<file path="config.mk">
export PLATFORM = sky130hd
export DESIGN_NAME = mem_port_arbiter
export DESIGN_NICKNAME = d
export VERILOG_FILES = /design/src/rtl/mem_port_arbiter.sv
export SDC_FILE = /design/constraint.sdc
export NUM_CORES = 1
export LEC_CHECK = 0
export ABC_AREA = 1
export CAP_MARGIN = 0
export CELL_PAD_IN_SITES_DETAIL_PLACEMENT = 1
export CELL_PAD_IN_SITES_GLOBAL_PLACEMENT = 2
export CORE_ASPECT_RATIO = 1.25
export CORE_MARGIN = 3
export CORE_UTILIZATION = 10
export DETAILED_ROUTE_END_ITERATION = 6
export PLACE_DENSITY = 0.95
export SETUP_SLACK_MARGIN = 0.5
export SYNTH_ARGS = -nofsm -noshare
export SYNTH_HDL_FRONTEND = slang
export SYNTH_SLANG_ARGS = --single-unit
</file>
<file path="constraint.sdc">
create_clock -name clock -period 3 [get_ports clock]
set_input_delay 0.75 -clock clock [delete_from_list [all_inputs] [get_ports clock]]
set_output_delay 0.75 -clock clock [all_outputs]
set_load 0.02 [all_outputs]
</file>
<file path="src/rtl/mem_port_arbiter.sv">
// Single-port RAM arbiter shared by instruction fetch and the data-memory stage.
// Data wins by default; a waiting fetch is forced through after MAX_BURST data grants.
module mem_port_arbiter #(
    parameter int ADDR_W    = 7,
    parameter int DATA_W    = 32,
    parameter int MAX_BURST = 4
) (
    input  logic              clock,
    input  logic              reset,
    input  logic              if_req,
    input  logic [ADDR_W-1:0] if_addr,
    input  logic              if_flush,
    output logic              if_gnt,
    output logic              if_stall,
    output logic              if_rvalid,
    output logic [DATA_W-1:0] if_rdata,
    input  logic              mem_req,
    input  logic              mem_we,
    input  logic [ADDR_W-1:0] mem_addr,
    input  logic [DATA_W-1:0] mem_wdata,
    output logic              mem_gnt,
    output logic              mem_rvalid,
    output logic [DATA_W-1:0] mem_rdata,
    output logic [ADDR_W-1:0] ram_addr,
    output logic              ram_we,
    output logic [DATA_W-1:0] ram_wdata,
    input  logic [DATA_W-1:0] ram_rdata
);

    localparam int CNT_W = $clog2(MAX_BURST + 1);
    localparam logic [CNT_W-1:0] CNT_MAX = CNT_W'(MAX_BURST);

    typedef enum logic [1:0] {
        OWN_NONE = 2'd0,
        OWN_IF   = 2'd1,
        OWN_MEM  = 2'd2
    } owner_e;

    owner_e           owner_q, owner_d;
    logic [CNT_W-1:0] starve_q, starve_d;
    logic             force_if;

    // Grant: data first unless a waiting fetch has been starved long enough
    always_comb begin
        force_if = if_req & (starve_q == CNT_MAX);
        mem_gnt  = ~reset & mem_req & ~force_if;
        if_gnt   = ~reset & if_req & ~(mem_req & ~force_if);
        if_stall = if_req & ~if_gnt;
    end

    // RAM port driven by the winner; quiet bus when idle
    always_comb begin
        ram_addr  = '0;
        ram_we    = 1'b0;
        ram_wdata = '0;
        if (mem_gnt) begin
            ram_addr  = mem_addr;
            ram_we    = mem_we;
            ram_wdata = mem_wdata;
        end else if (if_gnt) begin
            ram_addr = if_addr;
        end
    end

    // Next response owner and starvation count
    always_comb begin
        owner_d = OWN_NONE;
        if (if_gnt & ~if_flush) begin
            owner_d = OWN_IF;
        end else if (mem_gnt & ~mem_we) begin
            owner_d = OWN_MEM;
        end
        starve_d = starve_q;
        if (if_gnt | ~if_req) begin
            starve_d = '0;
        end else if (mem_gnt && starve_q != CNT_MAX) begin
            starve_d = starve_q + CNT_W'(1);
        end
    end

    // Owner and starvation state, cleared by synchronous reset
    always_ff @(posedge clock) begin
        if (reset) begin
            owner_q  <= OWN_NONE;
            starve_q <= '0;
        end else begin
            owner_q  <= owner_d;
            starve_q <= starve_d;
        end
    end

    // Responses: a flush or reset in the return cycle squashes them
    always_comb begin
        if_rvalid  = ~reset & (owner_q == OWN_IF) & ~if_flush;
        mem_rvalid = ~reset & (owner_q == OWN_MEM);
        if_rdata   = if_rvalid  ? ram_rdata : '0;
        mem_rdata  = mem_rvalid ? ram_rdata : '0;
    end

endmodule
</file>
==> qor.yml, run 1 <==
cts_root_buf: "clkbuf_16"
setup_viol: 0
clockPowerShare_pct: 36.5
initial_utilization_pct: 10.4
end_kind: "output pin"
synthMuxAreaShare_pct: 0
ant_nets: 0
grt.total_usage_pct: 11.6
worstSetupPathType: "in2out"
power_leakage_nw: 1.88
setup_slack_ns: 0.570
yosysMostFrequentCell: "nor2_1"
hp-class: "reg2reg"
postCtsHoldBufs: 0
critPathLaunchType: "input port"
synth_top_family_by_area: "simple AND/OR/NAND/NOR gates"
finalWirelength_um: 7870
n_antenna_cell: 0
p_seq_share_pct: 11.5
final_net_count: 522
drt_iter0_markers: 44
grt_max_degree: 34
syn_nets: 314
cts_tree: "yes"
status: "complete, no violations"
synth_compound_area_share_pct: 0.450
seq_area_frac_synth_pct: 9.00
rsz0062_at_grt: "false"
hpwl_um: 6350
setup_tns_ns: 0
clock.fmax_mhz: 411
yosys_warnings: 0
syn-instance-count: 228
p_per_area_nw_per_um2: 189
ys_types: 15
dieArea_um2: 12400
maxCapViolCount: 0
ios: 193
slew_violations: 0
avgSynthCellArea_um2: 4.88
drive_gt1_share_pct: 45.3
die_height_um: 124
slew_headroom_pct: 89.3
power_switching_w: 0.000198
place_congestion: 0.702
synth.area.top_cells: "nor2_1, inv_1, nor2_2, dfxtp_1, nand3_1"
syn-cell-area_um2: 1110
worst_pin_slew_ns: 0.160
wl_per_cell_um: 13.9
htreeDepth: 1
synth_seq_cells: 5
cts_buffers: 3
drc: 0
grt_pass1_vias: 2276
yosys.area.top_type: "nor2_1"
hold_viol: 0
path_max_fanout: 8
final.period_utilization_pct: 81.0
p_int_w: 0.000412
skew_ns: 0.00224
clk_latency_ns: 0.23
viasPerCell: 3.77
p_comb_share_pct: 52.1
drt-pass1-iter-count: 4
rrSetupSlack_ns: 1.81
synthToLayoutAreaGrowth_pct: 190
num_rows: 42
finalCoreUtilization_pct: 30.1
swShare_pct: 32.5
synth_edf_count: 0
async_flop_share_pct: 0
antenna_found_initial: 0
period_needed_ns: 2.43
cp.arrival_ns: 1.68
path_clk_slew_ns: 0.04
grt_pass1_wl_um: 11300
die_width_um: 100
grt_overflow_total: 0
synth_fa_ha_area_share_pct: 2.25
port_buffers: 192
synthXorXnorAreaFrac_pct: 0.787
vdd_drop_max_v: 0.000122
place_ws_ns: -0.228
synth_ff_type: "dfxtp_1"
core_area_um2: 10700
synth_common_cells: "nor2_1, inv_1, nor2_2"
synth_top_area_share_pct: 25.3
vias: 2137
synthSimpleGateAreaFrac_pct: 56.5
clkSinkCount: 5
clock_tree.buffer_depth: 2
crit_required_ns: 2.25
==> timing repair <==
item / 4_1_cts / 5_1_grt
resized for setup: 484 / 46
pin swaps: 4 / 3
hold endpoints to repair: 0 / 0
setup buffers: 1 / 3
endpoints found under the setup margin: 109 / 64
cloned: 3 / 1
==> final cells by class <==
class	instances	area, um^2
Sequential cell	5	100
Inverter	75	282
Clock buffer	3	75.1
Clock inverter	1	5.00
Tap cell	132	165
Multi-Input combinational cell	139	776
Fill cell	1359	7490
Timing Repair Buffer	212	1830
==> registers in the layout (all words and copies together) (netlist names) <==
name and flops:
starve_q 3, owner_q 2
==> worst max-delay path, stage by stage <==
cell	delay, ns
clkbuf_2	0.11
nor2_2	0.13
nand3_4	0.15
buf_12	0.17
clkbuf_16	0.17
nor2_4	0.09
buf_6	0.12
==> cell usage in the layout (no fill, tap or decap) <==
master | Yosys | layout
nor2_2 | 30 | 44
clkbuf_16 | 0 | 4
nor2_4 | 1 | 9
bufbuf_16 | 0 | 1
clkbuf_2 | 0 | 2
dlygate4sd2_1 | 0 | 1
nand3_2 | 2 | 1
buf_4 | 0 | 42
dfxtp_1 | 5 | 5
nor2_1 | 75 | 53
clkdlybuf4s50_1 | 0 | 79
nand3_1 | 15 | 15
buf_2 | 6 | 67
nand2_1 | 11 | 10
nand3_4 | 0 | 1
a21oi_2 | 0 | 1
ha_1 | 2 | 2
buf_16 | 0 | 2
buf_6 | 3 | 9
nand2_2 | 0 | 1
nand2_4 | 1 | 1
inv_2 | 1 | 3
clkdlybuf4s15_2 | 0 | 1
clkinv_2 | 0 | 1
inv_1 | 74 | 72
xnor2_1 | 1 | 1
buf_12 | 0 | 7
==> power groups by stage <==
stage	registers [W]	clock network (W)	logic, W
after CTS	0.0000699	0.000227	0.000314
after global routing	0.0000701	0.000230	0.000343
after detailed placement	0.0000706	0	0.000328
after floorplan	0.0000703	0	0.000118
after global placement	0.0000705	0	0.000323
final	0.0000699	0.000222	0.000317
==> cell families after synthesis <==
logic type | after synthesis
XOR/XNOR | 1
flip-flops | 5
adder cells (fa/ha/maj) | 2
AND/OR/NAND/NOR | 135
AO/OA/AOI/OAI | 1
buffers and inverters | 84
==> routing by layer <==
metal | vias to the layer above | part of all wire (%) | GRT usage, % | routed length (um)
li1 | 1035 | - | - | -
met1 | 945 | 35 | 11.6 | 2760
met2 | 151 | 53 | 22.8 | 4150
met3 | 6 | 11 | 3.98 | 897
met4 | 0 | 0.83 | 2.95 | 65
met5 | - | 0 | 0 | 0
==> worst paths after layout <==
check / from / to / cells after the start
worst max-delay path: if_flush / if_rdata[10] / 7
worst min-delay path: starve_q[0]$_SDFFE_PP0P_ / starve_q[0]$_SDFFE_PP0P_ / 1
worst max register to register: starve_q[0]$_SDFFE_PP0P_ / owner_q[1]$_SDFF_PP0_ / 6
worst min register to register: starve_q[0]$_SDFFE_PP0P_ / starve_q[0]$_SDFFE_PP0P_ / 1
==> through the flow <==
stage / instance area, um^2 / hold WS (ns) / total power (W) / instances
global placement: 3290 / 0.426 / 0.000393 / 555
floorplan: 1110 / 0.417 / 0.000189 / 228
CTS: 3070 / 0.455 / 0.000611 / 563
finish: 3230 / 0.451 / 0.000609 / 567
global route: 3230 / 0.487 / 0.000644 / 567
detailed placement: 3290 / 0.442 / 0.000399 / 555
No activity file was read; power rests on OpenSTA's default activity.
==> inputs of run 2 (changes only) <==
Clock period 3 ns to 2.1 ns, I/O delays scaled along.
==> run 2 against run 1 <==
Effect of this change:
- total power is 79% higher
- critical path depth is 1 higher
- non-clock buffer count is 37 higher
- final cell count is 6.5% higher
- largest cell class unchanged
==> qor.yml, run 2 (same netlist as run 1, synthesis figures left out) <==
critPathLaunchType: "input port"
dp.cells: 574
clock_tree.buffer_depth: 2
drt_iter0_markers: 24
final.period_utilization_pct: 96.7
final_common_cell: "buf_6"
period_needed_ns: 2.03
hold_depth: 2
drt-pass1-iter-count: 2
vdd_drop_max_v: 0.000217
crit_required_ns: 1.57
clock.fmax_mhz: 492
p_per_area_nw_per_um2: 221
clkSinkCount: 5
grt_max_degree: 10
grt_pass1_wl_um: 13100
cts_root_buf: "clkbuf_16"
ant_nets: 0
power_leakage_nw: 2.25
swShare_pct: 34.7
slew_violations: 0
end_kind: "output pin"
reg_top3: "starve_q: 3 flops, owner_q: 2 flops"
path_clk_slew_ns: 0.03
hp-class: "in2reg"
place_congestion: 0.757
slew_headroom_pct: 83.6
cts_tree: "yes"
worst_pin_slew_ns: 0.246
regArea_um2: 104
antenna_found_initial: 0
layout_common_cells: "buf_6, nor2_4, clkdlybuf4s50_1"
num_rows: 42
final_net_count: 559
finalCoreUtilization_pct: 46.0
postCtsHoldBufs: 0
hold_viol: 0
n_antenna_cell: 0
rsz0062_at_grt: "true"
p_comb_share_pct: 61.6
hpwl_um: 6520
clockPowerShare_pct: 29.1
die_width_um: 100
worstSetupPathType: "in2out"
initial_utilization_pct: 10.4
stdcell_area_um2: 4930
dpl_cell_area_um2: 4030
port_buffers: 192
synthToLayoutAreaGrowth_pct: 343
drc: 0
ios: 193
grt_overflow_total: 0
instances_no_fill: 604
setup_viol: 0
clk_latency_ns: 0.23
top_register: "starve_q"
finalWirelength_um: 8460
p_seq_share_pct: 9.3
vias: 2282
largest_reg_flops: 3
cts_buffers: 3
viasPerCell: 3.78
cp.arrival_ns: 1.51
maxCapViolCount: 0
worst-r2r-cell-count: 7
status: "complete, no violations"
power_switching_w: 0.000378
core_area_um2: 10700
skew_ns: 0.00118
grt_pass1_vias: 2597
whs_ns: 0.461
path_max_fanout: 5
die_height_um: 124
htreeDepth: 1
multi_input_area_um2: 1440
wl_per_cell_um: 14.0
p_int_w: 0.000711
fillerInstances: 1199
grt.total_usage_pct: 13.4
dieArea_um2: 12400
drive_gt1_share_pct: 66.7
==> run 2: repair_timing <==
item | CTS | global route
buffers inserted | 12 | 7
gates cloned | 7 | 0
gates resized for setup | 756 | 22
endpoints found under the setup margin | 110 | 109
pin swaps | 24 | 9
==> run 2: path summary, 6_finish.rpt <==
check | start | endpoint | slack [ns]
setup reg to reg | starve_q[1]$_SDFFE_PP0P_ | owner_q[1]$_SDFF_PP0_ | 0.92
setup / recovery | reset | ram_wdata[21] | 0.07
hold reg to reg | starve_q[0]$_SDFFE_PP0P_ | starve_q[0]$_SDFFE_PP0P_ | 0.52
hold / removal | if_flush | owner_q[0]$_SDFF_PP0_ | 0.46
==> run 2: critical path: stages <==
cell     delay (ns)
buf_8          0.10
buf_8          0.13
nor2_4         0.14
nand2_8        0.10
buf_12         0.14
buf_16         0.13
nor2_4         0.11
buf_6          0.12
==> run 2: power groups by stage <==
stage	registers (W)	clock network (W)	logic [W]
final	0.000101	0.000317	0.000671
after global routing	0.000101	0.000330	0.000714
after CTS	0.000101	0.000321	0.000669
after detailed placement	0.000102	0	0.000557
after global placement	0.000101	0	0.000546
after floorplan	0.000101	0	0.000253
==> run 2: layout make-up <==
type / count / area share, %
Tap cell: 132 / 3.35
Multi-Input combinational cell: 139 / 29.3
Inverter: 75 / 6.12
Timing Repair Buffer: 249 / 57.5
Clock buffer: 4 / 1.60
Sequential cell: 5 / 2.11
==> run 2: layer usage <==
metal,GRT usage [%],routed length (um),vias to the layer above
li1,-,-,1116
met1,13.2,2730,1030
met2,27.2,4840,134
met3,4.09,835,2
met4,2.27,53,0
met5,0,0,-
==> run 2: metrics by stage <==
stage               total power [W]  worst slack, ns  setup TNS (ns)
finish                      0.00109           0.0692               0
global placement           0.000647           -0.769          -70.03
global route                0.00115           0.0258               0
CTS                         0.00109           0.0614               0
floorplan                  0.000354            0.429               0
detailed placement         0.000659           -0.822          -74.01
==> inputs of run 3 (changes only) <==
Settings changed: CAP_MARGIN 0 to 20, MAX_ROUTING_LAYER set to met4, SETUP_SLACK_MARGIN 0.5 to not set.
==> run 3 against run 2 <==
Effect of this change:
- via count fell by 7.4%
- flip-flop and latch count did not move
- setup slack improved by 0.0066 ns
- final cell count fell by 6.5%
- clock skew fell by 0.00099 ns
- sequential power barely moved
- maximum frequency rose by 0.32%
- die area did not move
- combinational power fell by 34%
==> qor.yml, run 3 (same netlist as run 1, synthesis figures left out) <==
viasPerCell: 3.74
drt_iter0_markers: 16
grt_max_degree: 34
path_clk_slew_ns: 0.03
dpl_cell_area_um2: 3310
port_buffers: 192
power_leakage_nw: 1.84
cts_buffers: 3
hpwl_um: 6470
htreeDepth: 1
hold_viol: 0
grt_pass1_wl_um: 11300
top_register: "starve_q"
ant_nets: 0
dieArea_um2: 12400
p_seq_share_pct: 11.7
n_antenna_cell: 0
swShare_pct: 31.6
antenna_found_initial: 0
p_comb_share_pct: 51.5
path_max_fanout: 16
wl_per_cell_um: 13.5
whs_ns: 0.528
power_switching_w: 0.000271
cts_tree: "yes"
reg_top3: "starve_q: 3 flops, owner_q: 2 flops"
clk_latency_ns: 0.23
worst_pin_slew_ns: 0.189
die_height_um: 124
postCtsHoldBufs: 0
finalWirelength_um: 7610
final_common_cell: "clkdlybuf4s50_1"
vdd_drop_max_v: 0.000155
synthToLayoutAreaGrowth_pct: 174
clkSinkCount: 5
cts_root_buf: "clkbuf_16"
layout_common_cells: "clkdlybuf4s50_1, inv_1, buf_2"
slew_violations: 0
place_congestion: 0.721
slew_headroom_pct: 87.3
num_rows: 42
rsz0062_at_grt: "true"
status: "complete, no violations"
final_net_count: 520
grt_overflow_total: 0
critPathLaunchType: "input port"
ios: 193
final.period_utilization_pct: 96.4
initial_utilization_pct: 10.4
setup_tns_ns: 0
grt.total_usage_pct: 11.9
end_kind: "output pin"
drc: 0
die_width_um: 100
vias: 2114
drt-pass1-iter-count: 3
grt_pass1_vias: 2295
clock_tree.buffer_depth: 2
clockPowerShare_pct: 36.8
setup_viol: 0
finalCoreUtilization_pct: 28.4
worstSetupPathType: "in2out"
p_int_w: 0.000586
p_per_area_nw_per_um2: 281
cp.arrival_ns: 1.50
largest_reg_flops: 3
crit_required_ns: 1.57
stdcell_area_um2: 3050
period_needed_ns: 2.02
maxCapViolCount: 0
skew_ns: 0.000192
clock.fmax_mhz: 494
drive_gt1_share_pct: 41.1
hp-class: "reg2reg"
core_area_um2: 10700
run 3: cell count changes in the layout (fill, tap and decap cells not counted), moves of 14 or more:
cell | before | now
buf_6 | 117 | 1
nor2_4 | 100 | 2
buf_2 | 2 | 71
nor2_1 | 6 | 65
nor2_2 | 0 | 39
buf_4 | 27 | 46
inv_1 | 54 | 72
inv_2 | 17 | 3
run 3: routing by layer:
layer	GRT usage, %	wire (um)	up-vias
met2	22.9	3950	147
met1	11.8	2670	931
met5	-	0	-
li1	-	-	1032
met4	2.61	55	0
met3	3.53	932	4
run 3: path summary, 6_finish.rpt:
check                                         startpoint                       end  slack (ns)  cells past startpoint
worst max-delay path                            if_flush              if_rdata[27]        0.08                      6
worst min-delay path            starve_q[0]$_SDFFE_PP0P_  starve_q[0]$_SDFFE_PP0P_        0.53                      2
worst max register to register  starve_q[0]$_SDFFE_PP0P_     owner_q[1]$_SDFF_PP0_        0.95                      6
worst min register to register  starve_q[0]$_SDFFE_PP0P_  starve_q[0]$_SDFFE_PP0P_        0.53                      2
run 3: cell type report:
| type | instances | area (um^2) |
|---|---|---|
| Timing Repair Buffer | 210 | 1720 |
| Inverter | 75 | 282 |
| Tap cell | 132 | 165 |
| Multi-Input combinational cell | 139 | 704 |
| Sequential cell | 5 | 100 |
| Clock buffer | 4 | 78.8 |
| Fill cell | 1390 | 7670 |
run 3: what timing repair did:
item / CTS / global route
pin swaps: 3 / 4
gates cloned: 2 / 0
buffers inserted: 0 / 1
gates resized for setup: 450 / 38
endpoints found under the setup margin: 109 / 53
run 3: worst max-delay path: stages:
cell,delay [ns]
dlygate4sd2_1,0.27
nor2_2,0.13
nand3_4,0.13
buf_12,0.18
nor2_1,0.09
buf_2,0.17
run 3: per-stage QoR:
| stage | std cells | power [W] | setup slack [ns] |
|---|---|---|---|
| after detailed placement | 558 | 0.000575 | -0.685 |
| after CTS | 564 | 0.000868 | 0.00564 |
| after global routing | 565 | 0.000912 | -0.00721 |
| after global placement | 558 | 0.000564 | -0.634 |
| after floorplan | 228 | 0.000270 | 0.380 |
| final | 565 | 0.000857 | 0.0758 |
run 3: power by group through the flow:
stage                     combinational (W)  clock, W  sequential (W)
final                              0.000442  0.000316       0.0000999
after global routing               0.000480  0.000332        0.000100
after CTS                          0.000448  0.000320       0.0000999
after detailed placement           0.000475         0        0.000101
after global placement             0.000463         0        0.000101
after floorplan                    0.000169         0        0.000100
